===== config.mk =====
export PLATFORM = sky130hd
export DESIGN_NAME = mem_stage
export DESIGN_NICKNAME = d
export VERILOG_FILES = /design/src/rtl/mem_stage_pkg.sv /design/src/rtl/mem_stage_lsu_align.sv /design/src/rtl/mem_stage.sv
export SDC_FILE = /design/constraint.sdc
export NUM_CORES = 1
export LEC_CHECK = 0
export BUFFER_PORTS_ARGS = -buffer_cell sky130_fd_sc_hd__buf_2
export CAP_MARGIN = 20
export CORE_AREA = 2 2 112 114
export CTS_BUF_LIST = sky130_fd_sc_hd__clkbuf_8
export CTS_CLUSTER_DIAMETER = 80
export DETAILED_ROUTE_END_ITERATION = 7
export DIE_AREA = 0 0 114 116
export PLACE_DENSITY = 0.95
export SLEW_MARGIN = 20
export SYNTH_ARGS = -nofsm -noshare
export SYNTH_HDL_FRONTEND = slang
export SYNTH_SLANG_ARGS = --single-unit

===== constraint.sdc =====
create_clock -name clk -period 8.6 [get_ports clk]
set_clock_uncertainty 0.15 [all_clocks]
set_input_delay 0 -clock clk [delete_from_list [all_inputs] [get_ports clk]]
set_output_delay 0 -clock clk [all_outputs]
set_load 0.03 [all_outputs]

===== src/rtl/mem_stage_pkg.sv =====
// Shared definitions for the RV32I memory stage: opcodes, funct3 encodings,
// FSM states, the data-bus request payload and small decode helpers.
package mem_stage_pkg;

    localparam int unsigned XLEN  = 32;
    localparam int unsigned BE_W  = XLEN / 8;
    localparam int unsigned CNT_W = 8;

    localparam logic [6:0] OPC_LOAD   = 7'b0000011;
    localparam logic [6:0] OPC_STORE  = 7'b0100011;
    localparam logic [6:0] OPC_OP     = 7'b0110011;
    localparam logic [6:0] OPC_OP_IMM = 7'b0010011;
    localparam logic [6:0] OPC_LUI    = 7'b0110111;
    localparam logic [6:0] OPC_AUIPC  = 7'b0010111;
    localparam logic [6:0] OPC_JAL    = 7'b1101111;
    localparam logic [6:0] OPC_JALR   = 7'b1100111;

    localparam logic [2:0] F3_B  = 3'b000;
    localparam logic [2:0] F3_H  = 3'b001;
    localparam logic [2:0] F3_W  = 3'b010;
    localparam logic [2:0] F3_BU = 3'b100;
    localparam logic [2:0] F3_HU = 3'b101;

    typedef enum logic [1:0] {
        ST_IDLE = 2'd0,
        ST_REQ  = 2'd1,
        ST_RESP = 2'd2
    } state_e;

    typedef struct packed {
        logic            we;
        logic [XLEN-1:0] addr;
        logic [XLEN-1:0] wdata;
        logic [BE_W-1:0] be;
    } dbus_req_t;

    // Register-writing non-memory opcodes.
    function automatic logic writes_rd(input logic [6:0] opc);
        case (opc)
            OPC_LUI, OPC_AUIPC, OPC_JAL, OPC_JALR, OPC_OP, OPC_OP_IMM: return 1'b1;
            default: return 1'b0;
        endcase
    endfunction

    // Access-size alignment check; unknown store sizes behave as words.
    function automatic logic is_misaligned(input logic is_store, input logic [2:0] f3,
                                           input logic [1:0] a);
        if (f3 == F3_B || (!is_store && f3 == F3_BU)) return 1'b0;
        if (f3 == F3_H || (!is_store && f3 == F3_HU)) return a[0];
        return a != 2'b00;
    endfunction

endpackage


===== src/rtl/mem_stage_lsu_align.sv =====
// Combinational lane steering: store byte enables/replicated data and load
// byte/half extraction with sign or zero extension.
module lsu_align
    import mem_stage_pkg::*;
(
    input  logic [2:0]      st_funct3_i,
    input  logic [1:0]      st_addr_i,
    input  logic [XLEN-1:0] st_data_i,
    output logic [BE_W-1:0] st_be_o,
    output logic [XLEN-1:0] st_wdata_o,
    input  logic [2:0]      ld_funct3_i,
    input  logic [1:0]      ld_addr_i,
    input  logic [XLEN-1:0] ld_rdata_i,
    output logic [XLEN-1:0] ld_data_o
);

    logic [7:0]  ld_byte;
    logic [15:0] ld_half;

    always_comb begin
        st_be_o    = 4'b1111;
        st_wdata_o = st_data_i;
        case (st_funct3_i)
            F3_B: begin
                st_be_o    = 4'b0001 << st_addr_i;
                st_wdata_o = {4{st_data_i[7:0]}};
            end
            F3_H: begin
                st_be_o    = st_addr_i[1] ? 4'b1100 : 4'b0011;
                st_wdata_o = {2{st_data_i[15:0]}};
            end
            default: ;
        endcase
    end

    always_comb begin
        case (ld_addr_i)
            2'd0:    ld_byte = ld_rdata_i[7:0];
            2'd1:    ld_byte = ld_rdata_i[15:8];
            2'd2:    ld_byte = ld_rdata_i[23:16];
            default: ld_byte = ld_rdata_i[31:24];
        endcase
        ld_half = ld_addr_i[1] ? ld_rdata_i[31:16] : ld_rdata_i[15:0];
        case (ld_funct3_i)
            F3_B:    ld_data_o = {{24{ld_byte[7]}}, ld_byte};
            F3_BU:   ld_data_o = {24'd0, ld_byte};
            F3_H:    ld_data_o = {{16{ld_half[15]}}, ld_half};
            F3_HU:   ld_data_o = {16'd0, ld_half};
            default: ld_data_o = ld_rdata_i;
        endcase
    end

endmodule


===== src/rtl/mem_stage.sv =====
// RV32I memory stage: single-outstanding req/gnt/rvalid data bus with watchdog.
// Optional MEM_MISALIGN_TRAP_EN traps misaligned halves/words instead of issuing.
module mem_stage
    import mem_stage_pkg::*;
#(
    parameter int unsigned MAX_WAIT = 255
) (
    input  logic            clk,
    input  logic            rst,
    input  logic [6:0]      opcode_i,
    input  logic [2:0]      funct3_i,
    input  logic [4:0]      rd_i,
    input  logic [XLEN-1:0] alu_out_i,
    input  logic [XLEN-1:0] rs2_data_i,
    output logic            dbus_req_o,
    output logic            dbus_we_o,
    output logic [XLEN-1:0] dbus_addr_o,
    output logic [XLEN-1:0] dbus_wdata_o,
    output logic [BE_W-1:0] dbus_be_o,
    input  logic            dbus_gnt_i,
    input  logic            dbus_rvalid_i,
    input  logic [XLEN-1:0] dbus_rdata_i,
    output logic            stall_o,
    output logic            wb_valid_o,
    output logic            wb_we_o,
    output logic [4:0]      wb_rd_o,
    output logic [XLEN-1:0] wb_data_o,
    output logic            bus_err_o,
    output logic            misalign_o
);

    state_e           state_q, state_d;
    logic [CNT_W-1:0] cnt_q, cnt_d;
    dbus_req_t        bus_q, bus_d;
    logic             req_q, req_d;
    logic [2:0]       ld_f3_q, ld_f3_d;
    logic [1:0]       ld_addr_q, ld_addr_d;
    logic [4:0]       rd_q, rd_d;
    logic             wb_valid_q, wb_valid_d, wb_we_q, wb_we_d;
    logic [4:0]       wb_rd_q, wb_rd_d;
    logic [XLEN-1:0]  wb_data_q, wb_data_d;
    logic             bus_err_q, bus_err_d, misalign_q, misalign_d;

    logic            is_store, is_mem, mis_c, issue_c, wd_c;
    logic [BE_W-1:0] st_be;
    logic [XLEN-1:0] st_wdata, ld_data;

    lsu_align u_align (
        .st_funct3_i (funct3_i),
        .st_addr_i   (alu_out_i[1:0]),
        .st_data_i   (rs2_data_i),
        .st_be_o     (st_be),
        .st_wdata_o  (st_wdata),
        .ld_funct3_i (ld_f3_q),
        .ld_addr_i   (ld_addr_q),
        .ld_rdata_i  (dbus_rdata_i),
        .ld_data_o   (ld_data)
    );

    assign is_store = (opcode_i == OPC_STORE);
    assign is_mem   = is_store || (opcode_i == OPC_LOAD);
`ifdef MEM_MISALIGN_TRAP_EN
    assign mis_c    = is_mem && is_misaligned(is_store, funct3_i, alu_out_i[1:0]);
`else
    assign mis_c    = 1'b0;
`endif
    assign issue_c  = (state_q == ST_IDLE) && is_mem && !mis_c;
    assign wd_c     = (cnt_q == CNT_W'(MAX_WAIT - 1));
    assign stall_o  = issue_c || (state_q == ST_REQ) || (state_q == ST_RESP && !dbus_rvalid_i);

    always_ff @(posedge clk or posedge rst) begin
        if (rst) begin
            state_q    <= ST_IDLE;
            cnt_q      <= '0;
            bus_q      <= '0;
            req_q      <= 1'b0;
            ld_f3_q    <= '0;
            ld_addr_q  <= '0;
            rd_q       <= '0;
            wb_valid_q <= 1'b0;
            wb_we_q    <= 1'b0;
            wb_rd_q    <= '0;
            wb_data_q  <= '0;
            bus_err_q  <= 1'b0;
            misalign_q <= 1'b0;
        end else begin
            state_q    <= state_d;
            cnt_q      <= cnt_d;
            bus_q      <= bus_d;
            req_q      <= req_d;
            ld_f3_q    <= ld_f3_d;
            ld_addr_q  <= ld_addr_d;
            rd_q       <= rd_d;
            wb_valid_q <= wb_valid_d;
            wb_we_q    <= wb_we_d;
            wb_rd_q    <= wb_rd_d;
            wb_data_q  <= wb_data_d;
            bus_err_q  <= bus_err_d;
            misalign_q <= misalign_d;
        end
    end

    // Watchdog wins in REQ; a response in RESP wins over the watchdog.
    always_comb begin
        state_d = state_q;
        case (state_q)
            ST_IDLE: if (issue_c) state_d = ST_REQ;
            ST_REQ:  if (wd_c) state_d = ST_IDLE;
                     else if (dbus_gnt_i) state_d = ST_RESP;
            ST_RESP: if (dbus_rvalid_i || wd_c) state_d = ST_IDLE;
            default: state_d = ST_IDLE;
        endcase
    end

    always_comb begin
        cnt_d      = cnt_q;
        bus_d      = bus_q;
        req_d      = req_q;
        ld_f3_d    = ld_f3_q;
        ld_addr_d  = ld_addr_q;
        rd_d       = rd_q;
        wb_valid_d = 1'b0;
        wb_we_d    = 1'b0;
        wb_rd_d    = wb_rd_q;
        wb_data_d  = wb_data_q;
        bus_err_d  = 1'b0;
        misalign_d = 1'b0;
        case (state_q)
            ST_IDLE: begin
                cnt_d = '0;
                if (issue_c) begin
                    req_d      = 1'b1;
                    bus_d.we   = is_store;
                    bus_d.addr = {alu_out_i[XLEN-1:2], 2'b00};
                    bus_d.wdata = is_store ? st_wdata : '0;
                    bus_d.be   = is_store ? st_be : 4'b1111;
                    ld_f3_d    = funct3_i;
                    ld_addr_d  = alu_out_i[1:0];
                    rd_d       = rd_i;
                end else begin
                    wb_valid_d = 1'b1;
                    wb_we_d    = !mis_c && writes_rd(opcode_i) && (rd_i != 5'd0);
                    wb_rd_d    = rd_i;
                    wb_data_d  = alu_out_i;
                    misalign_d = mis_c;
                end
            end
            ST_REQ, ST_RESP: begin
                cnt_d = cnt_q + 8'd1;
                if (state_q == ST_RESP && dbus_rvalid_i) begin
                    wb_valid_d = 1'b1;
                    wb_rd_d    = rd_q;
                    wb_we_d    = !bus_q.we && (rd_q != 5'd0);
                    wb_data_d  = bus_q.we ? '0 : ld_data;
                end else if (wd_c) begin
                    req_d      = 1'b0;
                    wb_valid_d = 1'b1;
                    wb_rd_d    = rd_q;
                    wb_data_d  = '0;
                    bus_err_d  = 1'b1;
                end else if (state_q == ST_REQ && dbus_gnt_i) begin
                    req_d = 1'b0;
                end
            end
            default: ;
        endcase
    end

    assign dbus_req_o   = req_q;
    assign dbus_we_o    = bus_q.we;
    assign dbus_addr_o  = bus_q.addr;
    assign dbus_wdata_o = bus_q.wdata;
    assign dbus_be_o    = bus_q.be;
    assign wb_valid_o   = wb_valid_q;
    assign wb_we_o      = wb_we_q;
    assign wb_rd_o      = wb_rd_q;
    assign wb_data_o    = wb_data_q;
    assign bus_err_o    = bus_err_q;
    assign misalign_o   = misalign_q;

endmodule


==> results.txt <==
----------------------------------------------------
[Floorplanning]
  Die extent in x ... ~110 um
  Core area ... between 10000 and 15000 um^2
  Die outline height ... 116 um
  Area of the die ... ~13000 um^2
  IO Count ... 227
  Standard-cell row count ... 40
  Initial standard-cell utilization of the core ... 0.555

[Clocking]
  TritonCTS clock tree ... done
  Maximum buffer depth of the clock tree ... 2
  Number of CTS-inserted buffers ... 17
  Resize count post-CTS ... 0
  Skew-Pair Late Insertion Delay ... 460 ps
  Depth of the CTS H-tree ... 4
  Number of sinks driven by the clock tree ... between 100 and 150
  Post-CTS setup repair buffer count ... 0
  Root buffer cell ... clkbuf_8
  Worst-path clk slew ... 80 ps

[Detailed routing]
  Routed vias ... 7502
  DR iter-0 viols ... ~990
  Number of nets with antenna violations after detailed routing ... 0
  Mean number of vias per cell ... 6.40
  Routed wire length ... 26.9 mm
  Post-detailed-route wirelength per cell ... 23.0 um
  Drt first pass iters ... 8
  DRC violations left ... 18

[Min path]
  Hold/Removal Path Class ... in -> reg

[Synth]
  Mean Syn Cell Area ... 9.64 um^2
  Total of warnings raised by yosys ... 0
  Number of cells produced by synthesis ... 685
  Synth cell types ... a little over 50
  Largest area contributor in the synthesized netlist ... dfrtp_1
  Post-synthesis register bit count ... 128
  Most instantiated cells after synthesis ... dfrtp_1 (128), nand2_1 (127), clkbuf_1 (40)
  Synth top area share ... 0.485
  Async set-or-reset flop fraction in the synthesized netlist ... 1.00
  Most frequent cell after synthesis ... dfrtp_1
  Post-synth EDFFs ... 0
  Post-synthesis instance area ... 6610 um^2
  Fraction of the yosys area taken by sequential cells ... 0.485
  Biggest area contributors in the synthesized netlist ... dfrtp_1 (48%), nand2_1 (7.2%), mux2i_1 (5.0%)
  Ys flop type ... dfrtp_1

[Critical path]
  Ordered cell list for the critical path ... inv_1 > ha_1 > buf_4 > a21boi_1 > o21ai_4 > and2_1 > buf_4 > a31oi_1 > dlygate4sd3_1
  Largest incremental delay on the critical path ... between 500 and 600 ps
  Required time reported for the critical path endpoint ... about 8800 ps
  Max stage delay cell, worst path ... dlygate4sd3_1
  Crit start category ... register
  Family with the most delay on the worst path ... buffers and inverters
  Start-to-end type of the worst setup path ... reg -> reg
  Worst-path maximum fanout ... 48
  Bufs and invs on worst path ... 4
  Element type at the critical path end ... register
  Arrival time of data at the critical path endpoint ... between 3000 and 4000 ps
  CP most frequent cell ... buf_4

[STA]
  Minimum clock period after layout ... 3540 ps
  Total Neg Setup Slack ... 0 ps
  Worst slew slack as a fraction of its limit ... 0.342
  Post-Route Hold Slack ... between 60 and 70 ps
  Top achievable clock speed ... 282 MHz
  Final hold vios ... 0
  Pins over their slew limit ... 0
  RSZ-0062 raised after global routing ... no
  Final setup violating endpoints ... 0
  Measured slew at the worst slew-check pin ... 980 ps
  Crit share post-route ... 0.412

[Placement]
  GP Congestion ... 0.902
  HPWL after DPL ... between 10 and 15 mm
  Cell total after placement ... roughly 1000
  Number of buffer cells added on primary ports ... 223

[Finish]
  Layout area overhead ... 43.0%
  Non-filler instance count after layout ... roughly 1200
  Diode count ... 0
  Share of post-route cells with drive strength above 1 ... 0.289
  Fillers ... about 640
  Layout net count ... 1134

[Global route]
  Overflow left after global routing ... 0
  Number of antenna violations at the first check in global routing ... 0
  Largest net degree at the start of global routing ... 73
  Global-route wire length before repair ... 41.1 mm
  Global routing usage summed across all routing layers ... 0.411
  Via count of the first global-routing pass ... approximately 7700

[Pwr]
  Worst vdd ir ... 0.159 mV
  Power per standard cell area ... approximately 330 nW/um^2
  Leak Pwr ... 4.65 nW
  Sum of internal, switching and leakage power ... ~0.003 W

[Outcome]
  Outcome ... finished, violations left
  Violations in the final reports ... design-rule violations

[Job]
  Max capacitance violation total ... 0

----------------------------------------------------
==> state kept, by name, summed over array words and instances (netlist names) <==
register,cells
rd_q,5
bus_err_o,1
wb_rd_o,5
dbus_be_o,4
ld_f3_q,3
state_q,2
dbus_we_o,1
cnt_q,8
dbus_addr_o,30
wb_we_o,1
dbus_req_o,1
wb_valid_o,1
ld_addr_q,2
wb_data_o,32
dbus_wdata_o,32
==> final timing paths <==
path	slack [ps]	endpoint	cells past startpoint	start
max	5060	wb_data_o[0]	9	state_q[0]
min	60	dbus_we_o	5	opcode_i[6]
max reg2reg	5060	wb_data_o[0]	9	state_q[0]
min reg2reg	330	dbus_addr_o[31]	2	dbus_addr_o[31]
max in group asynchronous	6890	wb_rd_o[0]	4	rst
min in group asynchronous	140	dbus_wdata_o[13]	3	rst
==> worst register-to-register path, stage by stage (launching register included) <==
cell and delay, ps:
dfrtp_1 410, inv_1 90, ha_1 280, buf_4 420, a21boi_1 410, o21ai_4 300
and2_1 380, buf_4 300, a31oi_1 190, dlygate4sd3_1 560
==> layer usage <==
layer,routed length (um),vias up,global-route usage
met5,0,-,0
met4,1950,0,0.262
met3,3080,189,0.100
met2,12900,712,0.697
met1,9020,3504,0.470
li1,-,3097,-
==> layout by cell type, fill, tap and decap left out, types with 8 or more instances in the layout <==
cell type      Yosys  final
o32ai_1           16     16
nand2_1          127    126
mux2_2            15     15
o21ai_1           35     34
dlygate4sd3_1      0    135
a221oi_1           8      8
mux2i_1           33     33
or2_2              8      8
inv_1             16     15
nand2b_1          26     26
o2bb2ai_1          8      8
o21ai_0           18     18
clkbuf_8           0     18
mux2_1            12     12
a21oi_1           37     36
a31oi_1           26     26
a22o_1            19     19
buf_4              5      8
o22ai_1           10     10
buf_2              5    223
dfrtp_1          128    128
nor2_1            17     16
==> report_power, final <==
group          switching [W]  internal (W)  total (W)
registers           0.000175      0.000805   0.000979
logic                0.00101      0.000573    0.00159
clock network       0.000278      0.000240   0.000518
total                0.00147       0.00162    0.00308
==> through the flow <==
step / instance area (um^2) / utilization / setup slack, ps
2_1_floorplan: 6610 / - / 5040
3_3_place_gp: 7710 / 0.647 / 5490
3_5_place_dp: 7710 / 0.647 / 5390
4_1_cts: 9440 / 0.792 / 5070
5_1_grt: 9450 / 0.793 / 4940
6_report: 9450 / 0.793 / 5060
==> layout make-up <==
class | count | area, um^2 | share of cell area
clock buffers | 18 | 248 | 0.0262
clock inverters | 14 | 131 | 0.0139
inverters | 17 | 66.3 | 0.00702
flip-flops and latches | 128 | 3200 | 0.339
well taps | 147 | 184 | 0.0195
multi-input cells | 483 | 3090 | 0.327
repair buffers | 366 | 2530 | 0.268
==> cells by family (layout without fill, tap and decap cells) <==
kind of cell / count (synthesis) / in the layout / synth area share
AOI/OAI and AO/OA: 197 / 197 / 0.194
xor gates and xnor gates: 1 / 1 / 0.00133
adders and majority gates: 6 / 6 / 0.0114
buffers and inverters: 76 / 415 / 0.0521
DFF: 128 / 128 / 0.485
muxes: 62 / 62 / 0.103
other: 1 / 3 / 0.000568
and+or+nand+nor: 214 / 214 / 0.153
==> what timing repair did <==
item                       CTS  global route
setup endpoints to repair    0             0
hold buffers               135             0
hold endpoints to repair   190             0
(Power assumes the default switching activity.)
